<file path="config.mk">
export PLATFORM = sky130hd
export DESIGN_NAME = rs_syndrome_ctrl_flat
export DESIGN_NICKNAME = d
export VERILOG_FILES = /design/src/rtl/rs_syndrome_ctrl_if.sv /design/src/rtl/rs_syndrome_ctrl.sv /design/src/flat_wrapper.sv
export SDC_FILE = /design/constraint.sdc
export NUM_CORES = 1
export LEC_CHECK = 0
export BUFFER_PORTS_ARGS = -buffer_cell sky130_fd_sc_hd__buf_2
export CAP_MARGIN = 20
export CORE_UTILIZATION = 35
export CTS_CLUSTER_DIAMETER = 60
export DETAILED_ROUTE_END_ITERATION = 16
export HOLD_SLACK_MARGIN = 0.08
export PLACE_DENSITY = 0.53
export SLEW_MARGIN = 20
export SYNTH_ARGS = -nofsm -noshare
export SYNTH_HDL_FRONTEND = slang
export SYNTH_SLANG_ARGS = --single-unit
</file>
<file path="constraint.sdc">
create_clock -name clk -period 12.51 [get_ports clk]
set_clock_uncertainty 0.2 [all_clocks]
set_input_delay 1.8765 -clock clk [delete_from_list [all_inputs] [get_ports clk]]
set_output_delay 1.8765 -clock clk [all_outputs]
set_load 0.01 [all_outputs]
</file>
<file path="src/rtl/rs_syndrome_ctrl_if.sv">
// Stream interface for the RS(7,5) syndrome controller: symbol input
// handshake on one side, syndrome result handshake on the other.
interface rs_syndrome_ctrl_if #(
   parameter int SYMBOL_WIDTH = 3
);
   logic                    in_valid;
   logic                    in_ready;
   logic [SYMBOL_WIDTH-1:0] in_symbol;
   logic                    in_last;
   logic                    syn_valid;
   logic                    syn_ready;
   logic [SYMBOL_WIDTH-1:0] syn1;
   logic [SYMBOL_WIDTH-1:0] syn2;
   logic                    syn_zero;
   logic                    frame_err;

   // The master is the environment (symbol source plus syndrome consumer).
   modport master (
      output in_valid, in_symbol, in_last, syn_ready,
      input  in_ready, syn_valid, syn1, syn2, syn_zero, frame_err
   );

   modport slave (
      input  in_valid, in_symbol, in_last, syn_ready,
      output in_ready, syn_valid, syn1, syn2, syn_zero, frame_err
   );
endinterface

</file>
<file path="src/rtl/rs_syndrome_ctrl.sv">
// RS(7,5) over GF(8) syndrome front end: Horner evaluation of S1 = r(alpha)
// and S2 = r(alpha^2) over a 7-symbol frame, held behind a valid/ready output.
module rs_syndrome_ctrl #(
   parameter int SYMBOL_WIDTH = 3,
   parameter int N            = 7
) (
   input logic             clk,
   input logic             rst_n,
   rs_syndrome_ctrl_if.slave bus
);

   localparam int CNT_W = $clog2(N);

   typedef enum logic {
      ACC,
      OUT
   } state_t;

   state_t                  state;
   logic [CNT_W-1:0]        cnt;
   logic [SYMBOL_WIDTH-1:0] acc1;
   logic [SYMBOL_WIDTH-1:0] acc2;
   logic                    err;

   logic                    in_ready_r;
   logic                    syn_valid_r;
   logic [SYMBOL_WIDTH-1:0] syn1_r;
   logic [SYMBOL_WIDTH-1:0] syn2_r;
   logic                    syn_zero_r;
   logic                    frame_err_r;

   logic                    accept;
   logic                    frame_end;
   logic [SYMBOL_WIDTH-1:0] acc1_nxt;
   logic [SYMBOL_WIDTH-1:0] acc2_nxt;
   logic                    err_nxt;

   // Index form: 0 is the zero element, k is alpha^(k-1); the -1/+1 keeps x=7 from wrapping to 0.
   function automatic logic [SYMBOL_WIDTH-1:0] gf_mul_const(
      input logic [SYMBOL_WIDTH-1:0] x,
      input int unsigned             j
   );
      int unsigned e;
      if (x == '0) return '0;
      e = (32'(x) + j - 32'd1) % 32'(N);
      return SYMBOL_WIDTH'(e + 32'd1);
   endfunction

   function automatic logic [SYMBOL_WIDTH-1:0] to_poly(input logic [SYMBOL_WIDTH-1:0] x);
      logic [SYMBOL_WIDTH-1:0] p;
      case (x)
         3'd1:    p = 3'b001;
         3'd2:    p = 3'b010;
         3'd3:    p = 3'b100;
         3'd4:    p = 3'b011;
         3'd5:    p = 3'b110;
         3'd6:    p = 3'b111;
         3'd7:    p = 3'b101;
         default: p = 3'b000;
      endcase
      return p;
   endfunction

   function automatic logic [SYMBOL_WIDTH-1:0] from_poly(input logic [SYMBOL_WIDTH-1:0] p);
      logic [SYMBOL_WIDTH-1:0] x;
      case (p)
         3'b001:  x = 3'd1;
         3'b010:  x = 3'd2;
         3'b100:  x = 3'd3;
         3'b011:  x = 3'd4;
         3'b110:  x = 3'd5;
         3'b111:  x = 3'd6;
         3'b101:  x = 3'd7;
         default: x = 3'd0;
      endcase
      return x;
   endfunction

   function automatic logic [SYMBOL_WIDTH-1:0] gf_add(
      input logic [SYMBOL_WIDTH-1:0] a,
      input logic [SYMBOL_WIDTH-1:0] b
   );
      return from_poly(to_poly(a) ^ to_poly(b));
   endfunction

   assign accept    = bus.in_valid && (state == ACC);
   assign frame_end = accept && (cnt == CNT_W'(N - 1));
   assign acc1_nxt  = gf_add(gf_mul_const(acc1, 1), bus.in_symbol);
   assign acc2_nxt  = gf_add(gf_mul_const(acc2, 2), bus.in_symbol);
   assign err_nxt   = err | (bus.in_last != (cnt == CNT_W'(N - 1)));

   // The frame length is fixed at N accepts; in_last only feeds the error flag.
   always_ff @(posedge clk or negedge rst_n) begin
      if (!rst_n) begin
         state       <= ACC;
         cnt         <= '0;
         acc1        <= '0;
         acc2        <= '0;
         err         <= 1'b0;
         in_ready_r  <= 1'b1;
         syn_valid_r <= 1'b0;
         syn1_r      <= '0;
         syn2_r      <= '0;
         syn_zero_r  <= 1'b1;
         frame_err_r <= 1'b0;
      end else begin
         case (state)
            ACC: begin
               if (accept) begin
                  acc1 <= acc1_nxt;
                  acc2 <= acc2_nxt;
                  err  <= err_nxt;
                  cnt  <= cnt + CNT_W'(1);
                  if (frame_end) begin
                     state       <= OUT;
                     cnt         <= '0;
                     in_ready_r  <= 1'b0;
                     syn_valid_r <= 1'b1;
                     syn1_r      <= acc1_nxt;
                     syn2_r      <= acc2_nxt;
                     syn_zero_r  <= (acc1_nxt == '0) && (acc2_nxt == '0);
                     frame_err_r <= err_nxt;
                  end
               end
            end
            OUT: begin
               if (bus.syn_ready) begin
                  state       <= ACC;
                  cnt         <= '0;
                  acc1        <= '0;
                  acc2        <= '0;
                  err         <= 1'b0;
                  in_ready_r  <= 1'b1;
                  syn_valid_r <= 1'b0;
               end
            end
            default: begin
               state <= ACC;
            end
         endcase
      end
   end

   assign bus.in_ready  = in_ready_r;
   assign bus.syn_valid = syn_valid_r;
   assign bus.syn1      = syn1_r;
   assign bus.syn2      = syn2_r;
   assign bus.syn_zero  = syn_zero_r;
   assign bus.frame_err = frame_err_r;

endmodule

</file>
<file path="src/flat_wrapper.sv">
// flat-port wrapper written by rule: the top's interface ports become plain ports
module rs_syndrome_ctrl_flat 
#(
   parameter int SYMBOL_WIDTH = 3,
   parameter int N            = 7
)
  (clk, rst_n, bus_in_valid, bus_in_symbol, bus_in_last, bus_syn_ready, bus_in_ready, bus_syn_valid, bus_syn1, bus_syn2, bus_syn_zero, bus_frame_err);
  rs_syndrome_ctrl_if #(.SYMBOL_WIDTH(SYMBOL_WIDTH)) bus_i ();
  input logic clk;
  input logic rst_n;
  input wire logic [$bits(bus_i.in_valid)-1:0] bus_in_valid;
  input wire logic [$bits(bus_i.in_symbol)-1:0] bus_in_symbol;
  input wire logic [$bits(bus_i.in_last)-1:0] bus_in_last;
  input wire logic [$bits(bus_i.syn_ready)-1:0] bus_syn_ready;
  output wire logic [$bits(bus_i.in_ready)-1:0] bus_in_ready;
  output wire logic [$bits(bus_i.syn_valid)-1:0] bus_syn_valid;
  output wire logic [$bits(bus_i.syn1)-1:0] bus_syn1;
  output wire logic [$bits(bus_i.syn2)-1:0] bus_syn2;
  output wire logic [$bits(bus_i.syn_zero)-1:0] bus_syn_zero;
  output wire logic [$bits(bus_i.frame_err)-1:0] bus_frame_err;
  assign bus_i.in_valid = bus_in_valid;
  assign bus_i.in_symbol = bus_in_symbol;
  assign bus_i.in_last = bus_in_last;
  assign bus_i.syn_ready = bus_syn_ready;
  assign bus_in_ready = bus_i.in_ready;
  assign bus_syn_valid = bus_i.syn_valid;
  assign bus_syn1 = bus_i.syn1;
  assign bus_syn2 = bus_i.syn2;
  assign bus_syn_zero = bus_i.syn_zero;
  assign bus_frame_err = bus_i.frame_err;
  rs_syndrome_ctrl #(.SYMBOL_WIDTH(SYMBOL_WIDTH), .N(N)) u_core (.clk(clk), .rst_n(rst_n), .bus(bus_i));
endmodule
</file>
### After elaboration in Yosys (flattened, before gate mapping)

Cells that the tools add are included.

* $add $sub $neg: 7
* div/mod/pow operators: 2
* eq/ne operators: 40
* muxes and demuxes: 33
* bitwise logic cells: 4
* reduce and logical (&&, ||, !) cells: 10

Operators by type and width (count)
* case mux 3 bit (7 select lines): 5
* modulo 32 x 3 -> 32 bit, second input constant: 2
* subtractor 32 x 1 -> 32 bit, second input constant: 2
* == test 3 bit, second input constant: 21
* == test 3 x 2 -> 1 bit, second input constant: 10
* 2-to-1 mux 3 bit: 9
* case mux 3 bit (2 select lines): 3
* == test 3 x 1 -> 1 bit, second input constant: 5
* logical NOT 3 bit: 4
* 2-to-1 mux 1 bit: 12
* adder 3 x 1 -> 3 bit, second input constant: 3
* case mux 1 bit (2 select lines): 4
* AND reduction 3 bit: 2
* XOR 3 bit: 2
* adder 3 x 1 -> 4 bit, second input constant: 1
* adder 3 x 2 -> 4 bit, second input constant: 1
* inequality test 2 x 1 -> 1 bit, second input constant: 2
* logical AND 1 bit: 3
* inequality test 2 bit, second input constant: 1
* AND reduction 2 bit: 1
* inequality test 1 bit: 1
* NOT 1 bit: 1
* OR 1 bit: 1

* register bits: 21
* input port bits: 8
* output and inout bits: 10
* logic and storage cells: 107

### Longest topological paths before layout

* depth after elaboration: 12
* gate-level depth with buffers: 22
* depth with buffers taken out: 21

### Worst setup path before layout

Ideal clock, no wire load.

* kind: register -> register
* start point: register u_core.acc2[1]
* end point: register u_core.acc2[1]
* setup time: 0.122 ns
* data arrival time: 4.415 ns
* data required time: 12.188 ns
* path slack: 7.773 ns
* stages on the path, launching flop included: 22
* path buffers: 1
* period minus slack after synthesis: 4.737 ns
* cell sequence: dfrtp_1 > ha_1 > and2b_1 > ha_1 > dlygate4sd1_1 > nor2b_1 > o21ai_2 > ha_1 > a21oi_1 > o311ai_2 > nor3_2 > o31a_1 > nor2_1 > xor2_1 > ha_1 > nand2b_1 > nor2_1 > o2111ai_1 > nand3_1 > or4_4 > a31o_1 > a32o_1

* cells in the longest elaborated chain, start to end: 12
* elaborated cells on any way between the ends: 26
* those cells by class: add/sub (3); div (1); eq/ne (14); mux (6); bitwise (1); reduce/logical (1)

RTL lines
* start, declared: line rs_syndrome_ctrl.sv:22 `logic [SYMBOL_WIDTH-1:0] acc2;`
* start signal, assigned: line rs_syndrome_ctrl.sv:111 `acc2 <= acc2_nxt;`
* adder 3 x 2 -> 4 bit: line rs_syndrome_ctrl.sv:45 `e = (32'(x) + j - 32'd1) % 32'(N);`
* subtractor 32 x 1 -> 32 bit: line rs_syndrome_ctrl.sv:45
* modulo 32 x 3 -> 32 bit: line rs_syndrome_ctrl.sv:45
* adder 3 x 1 -> 3 bit: line rs_syndrome_ctrl.sv:46 `return SYMBOL_WIDTH'(e + 32'd1);`
* 2-to-1 mux 3 bit *: line rs_syndrome_ctrl.sv:45
* == test 3 bit, or another cell as far along: line rs_syndrome_ctrl.sv:51 `case (x)`
* case mux 3 bit (7 select lines) *: line rs_syndrome_ctrl.sv:51
* XOR 3 bit *: line rs_syndrome_ctrl.sv:83 `return from_poly(to_poly(a) ^ to_poly(b));`
* == test 3 bit, or another cell as far along: line rs_syndrome_ctrl.sv:66 `case (p)`
* case mux 3 bit (7 select lines) *: line rs_syndrome_ctrl.sv:66
* 2-to-1 mux 3 bit *: line rs_syndrome_ctrl.sv:109 `if (accept) begin`
* case mux 3 bit (2 select lines) *: line rs_syndrome_ctrl.sv:107 `case (state)`

Mark *: on every way between the ends. The rest lies on a longest branch, timed or not. The select of a mux whose other input is x is not followed.
A chain may end at the register's enable or synchronous reset.

### Worst setup path in the final report

* start point: register u_core.acc2[0]
* end point: register u_core.acc2[1]

The elaborated chain is that of the path after synthesis.

==> metrics.txt <==
CP endpoint kind=register; status=complete, no violations; I/O Buffers=17; synth top area cells=dfrtp_1 26%, ha_1 11%, nand2_1 4.6%; clock sink count=21; HPWL after DPL=2.98 mm; worst min path class=register to register; number of distinct library cells after synthesis=53; P&R area growth vs syn=10.0%; H-tree levels=1; CTS buffer count=3; Mapped Cells=219; f_max=193 MHz; crit path DAT=5.13 ns; Seq/Total Area, Yosys=29.2%; Fin. Hold Viols=0; CTS max path bufs=2; Post-synth EDFFs=0; global-route wire length before repair=6.84 mm; chip width=73.9 microns; reg2reg end=u_core.acc2[1]$_DFFE_PN0P_; Final Cycle Share=41.4%; Hold Path Cell Cnt=2; ANT nets after route=0; worst r2r src=u_core.acc2[0]$_DFFE_PN0P_; average cell area after synthesis=8.27 sq um; pin count of the biggest net entering global routing=22; Synth Warn #=0; post-synth net total=243; CTS Hold Bufs=0; CP required=12.46 ns; nets=258; Die Height=73.9 microns; Synth area leader=dfrtp_1; fin crit period=5.18 ns; synthesized cell area=1810 sq um; CP max FO=9; CTS tree=done; DR WL met3=74 microns; Worst Hold End=u_core.bus.syn_zero$_DFFE_PN1P_; final setup TNS=0 ns; post-DR wirelength/cell=13.3 microns; Remaining DRCs=0; worst hold slack=0.266 ns; post_cts resized=0; initial antenna violation count=0; Least-Margin Pin Slew=0.707 ns; share of post-route cells with drive strength above 1=14.2%; Clk Latency, worst-skew pair=0.26 ns; core region area=4850 sq um; RSZ-0062 raised after global routing=false; Remaining Overflow, GRT=0; Setup CP Type=register to register; most frequent cells in the layout=22 x nand2_1, 19 x nor2_1, 19 x dfrtp_1; startpoint types=register; top cell type's share of synthesized area=26.3%; I/O Pins=18; MaxCap Viol Count=0; CTS clk-pin slew, worst paths=0.07 ns; vias post-DR=1569; Slew headroom=52.7%; commonest non-fill, non-tap cell in the layout=nand2_1; Final Max Slew Viols=0; # diodes=0; vias per cell=5.23; M1 wire length=2.11 mm; GRT Util Overall=16.1%; DIE AREA=5460 sq um; CTS Root Cell=clkbuf_8; drt initial violations=78; max layer used=met4; flops & latches, synth=21; vias in the first global route=1494; asr flop ratio synth=100%; final wirelength=3.98 mm; Post-CTS Setup Bufs=0; router iterations before antenna repair=4; Initial Utilization=37.3%; final setup fails=0; Worst R2R Setup Slack=7.33 ns; row cnt=25; gpl congestion=0.809; met2 wire len=1.75 mm; hold path startpoint=u_core.bus.syn_zero$_DFFE_PN1P_; Synth Flop Type=dfrtp_1; R2R depth=20
==> state kept, by name, summed over array words and instances (netlist names) <==
name                  flops
u_core.err                1
u_core.bus.syn_zero       1
u_core.cnt                3
u_core.acc1               3
u_core.bus.frame_err      1
u_core.bus.syn_valid      1
u_core.state              1
u_core.bus.syn2           3
u_core.bus.in_ready       1
u_core.acc2               3
u_core.bus.syn1           3
==> layout make-up <==
cell class / count / area, sq um
clock buffers: 4 / 45.0
repair buffers: 17 / 85.1
well taps: 67 / 83.8
multi-input cells: 177 / 1200
flip-flops and latches: 21 / 528
fillers: 514 / 2860
inverters: 14 / 52.6
==> worst max-delay path, stage by stage, from the launching register on <==
cell,delay (ns)
dfrtp_1,0.52
inv_1,0.17
ha_1,0.31
xnor2_1,0.46
xnor2_1,0.14
o21ai_2,0.17
ha_1,0.30
a21oi_1,0.08
o311ai_2,0.31
o21ba_1,0.23
o31a_1,0.22
nor2_1,0.07
xor2_1,0.15
ha_1,0.30
nand2b_1,0.15
nor2_1,0.05
o2111ai_1,0.10
nand3_1,0.13
or4_4,0.51
a31o_1,0.25
a32o_1,0.24
==> per-layer routing <==
layer / GRT usage (%) / up-vias
li1: - / 822
met1: 22.3 / 722
met2: 26.2 / 20
met3: 1.65 / 5
met4: 5.34 / 0
met5: 0 / -
==> synth_stat cells, drive strengths merged (2+ instances only) <==
master  number
a211o        3
dfstp        2
clkbuf       5
o21ba        2
o221ai       2
ha          16
nand2b       2
nor2b        6
a211oi       2
nor2        19
nor3         4
xor2         6
dfrtp       19
a31oi        4
inv         14
a22o         2
a21oi       16
and3         2
and2         2
o21ai       18
nand4        3
o22ai        5
nand2       22
nand3       10
xnor2        9
or3b         2
a31o         2
==> worst max-delay path by stage <==
stage,endpoint,start
CTS,u_core.acc2[1]$_DFFE_PN0P_,u_core.acc2[0]$_DFFE_PN0P_
finish,u_core.acc2[1]$_DFFE_PN0P_,u_core.acc2[0]$_DFFE_PN0P_
global route,u_core.acc2[1]$_DFFE_PN0P_,u_core.acc2[0]$_DFFE_PN0P_
detailed placement,u_core.acc2[1]$_DFFE_PN0P_,u_core.acc2[0]$_DFFE_PN0P_
floorplan,u_core.acc2[1]$_DFFE_PN0P_,u_core.acc2[1]$_DFFE_PN0P_
global placement,u_core.acc2[1]$_DFFE_PN0P_,u_core.acc2[0]$_DFFE_PN0P_
==> logic make-up after synthesis <==
logic type	Yosys count	synth area share [%]
AOI/OAI and AO/OA	65	24.0
xor gates and xnor gates	15	7.26
adders and majority gates	17	11.6
buffers and inverters	21	4.70
DFF	21	29.2
muxes	2	1.17
and+or+nand+nor	78	22.1
==> per-stage QoR <==
step / setup slack (ns) / area [sq um] / util (%) / std cells
after floorplan: 7.77 / 1810 / - / 219
after global placement: 7.39 / 1950 / 40.2 / 296
after detailed placement: 7.34 / 1950 / 40.2 / 296
after CTS: 7.31 / 1990 / 41.1 / 300
after global routing: 6.90 / 1990 / 41.1 / 300
final: 7.33 / 1990 / 41.1 / 300
Power is left out: the tool's default activity adds up to more than one toggle a clock period on the data nets, which glitch-free logic cannot reach.
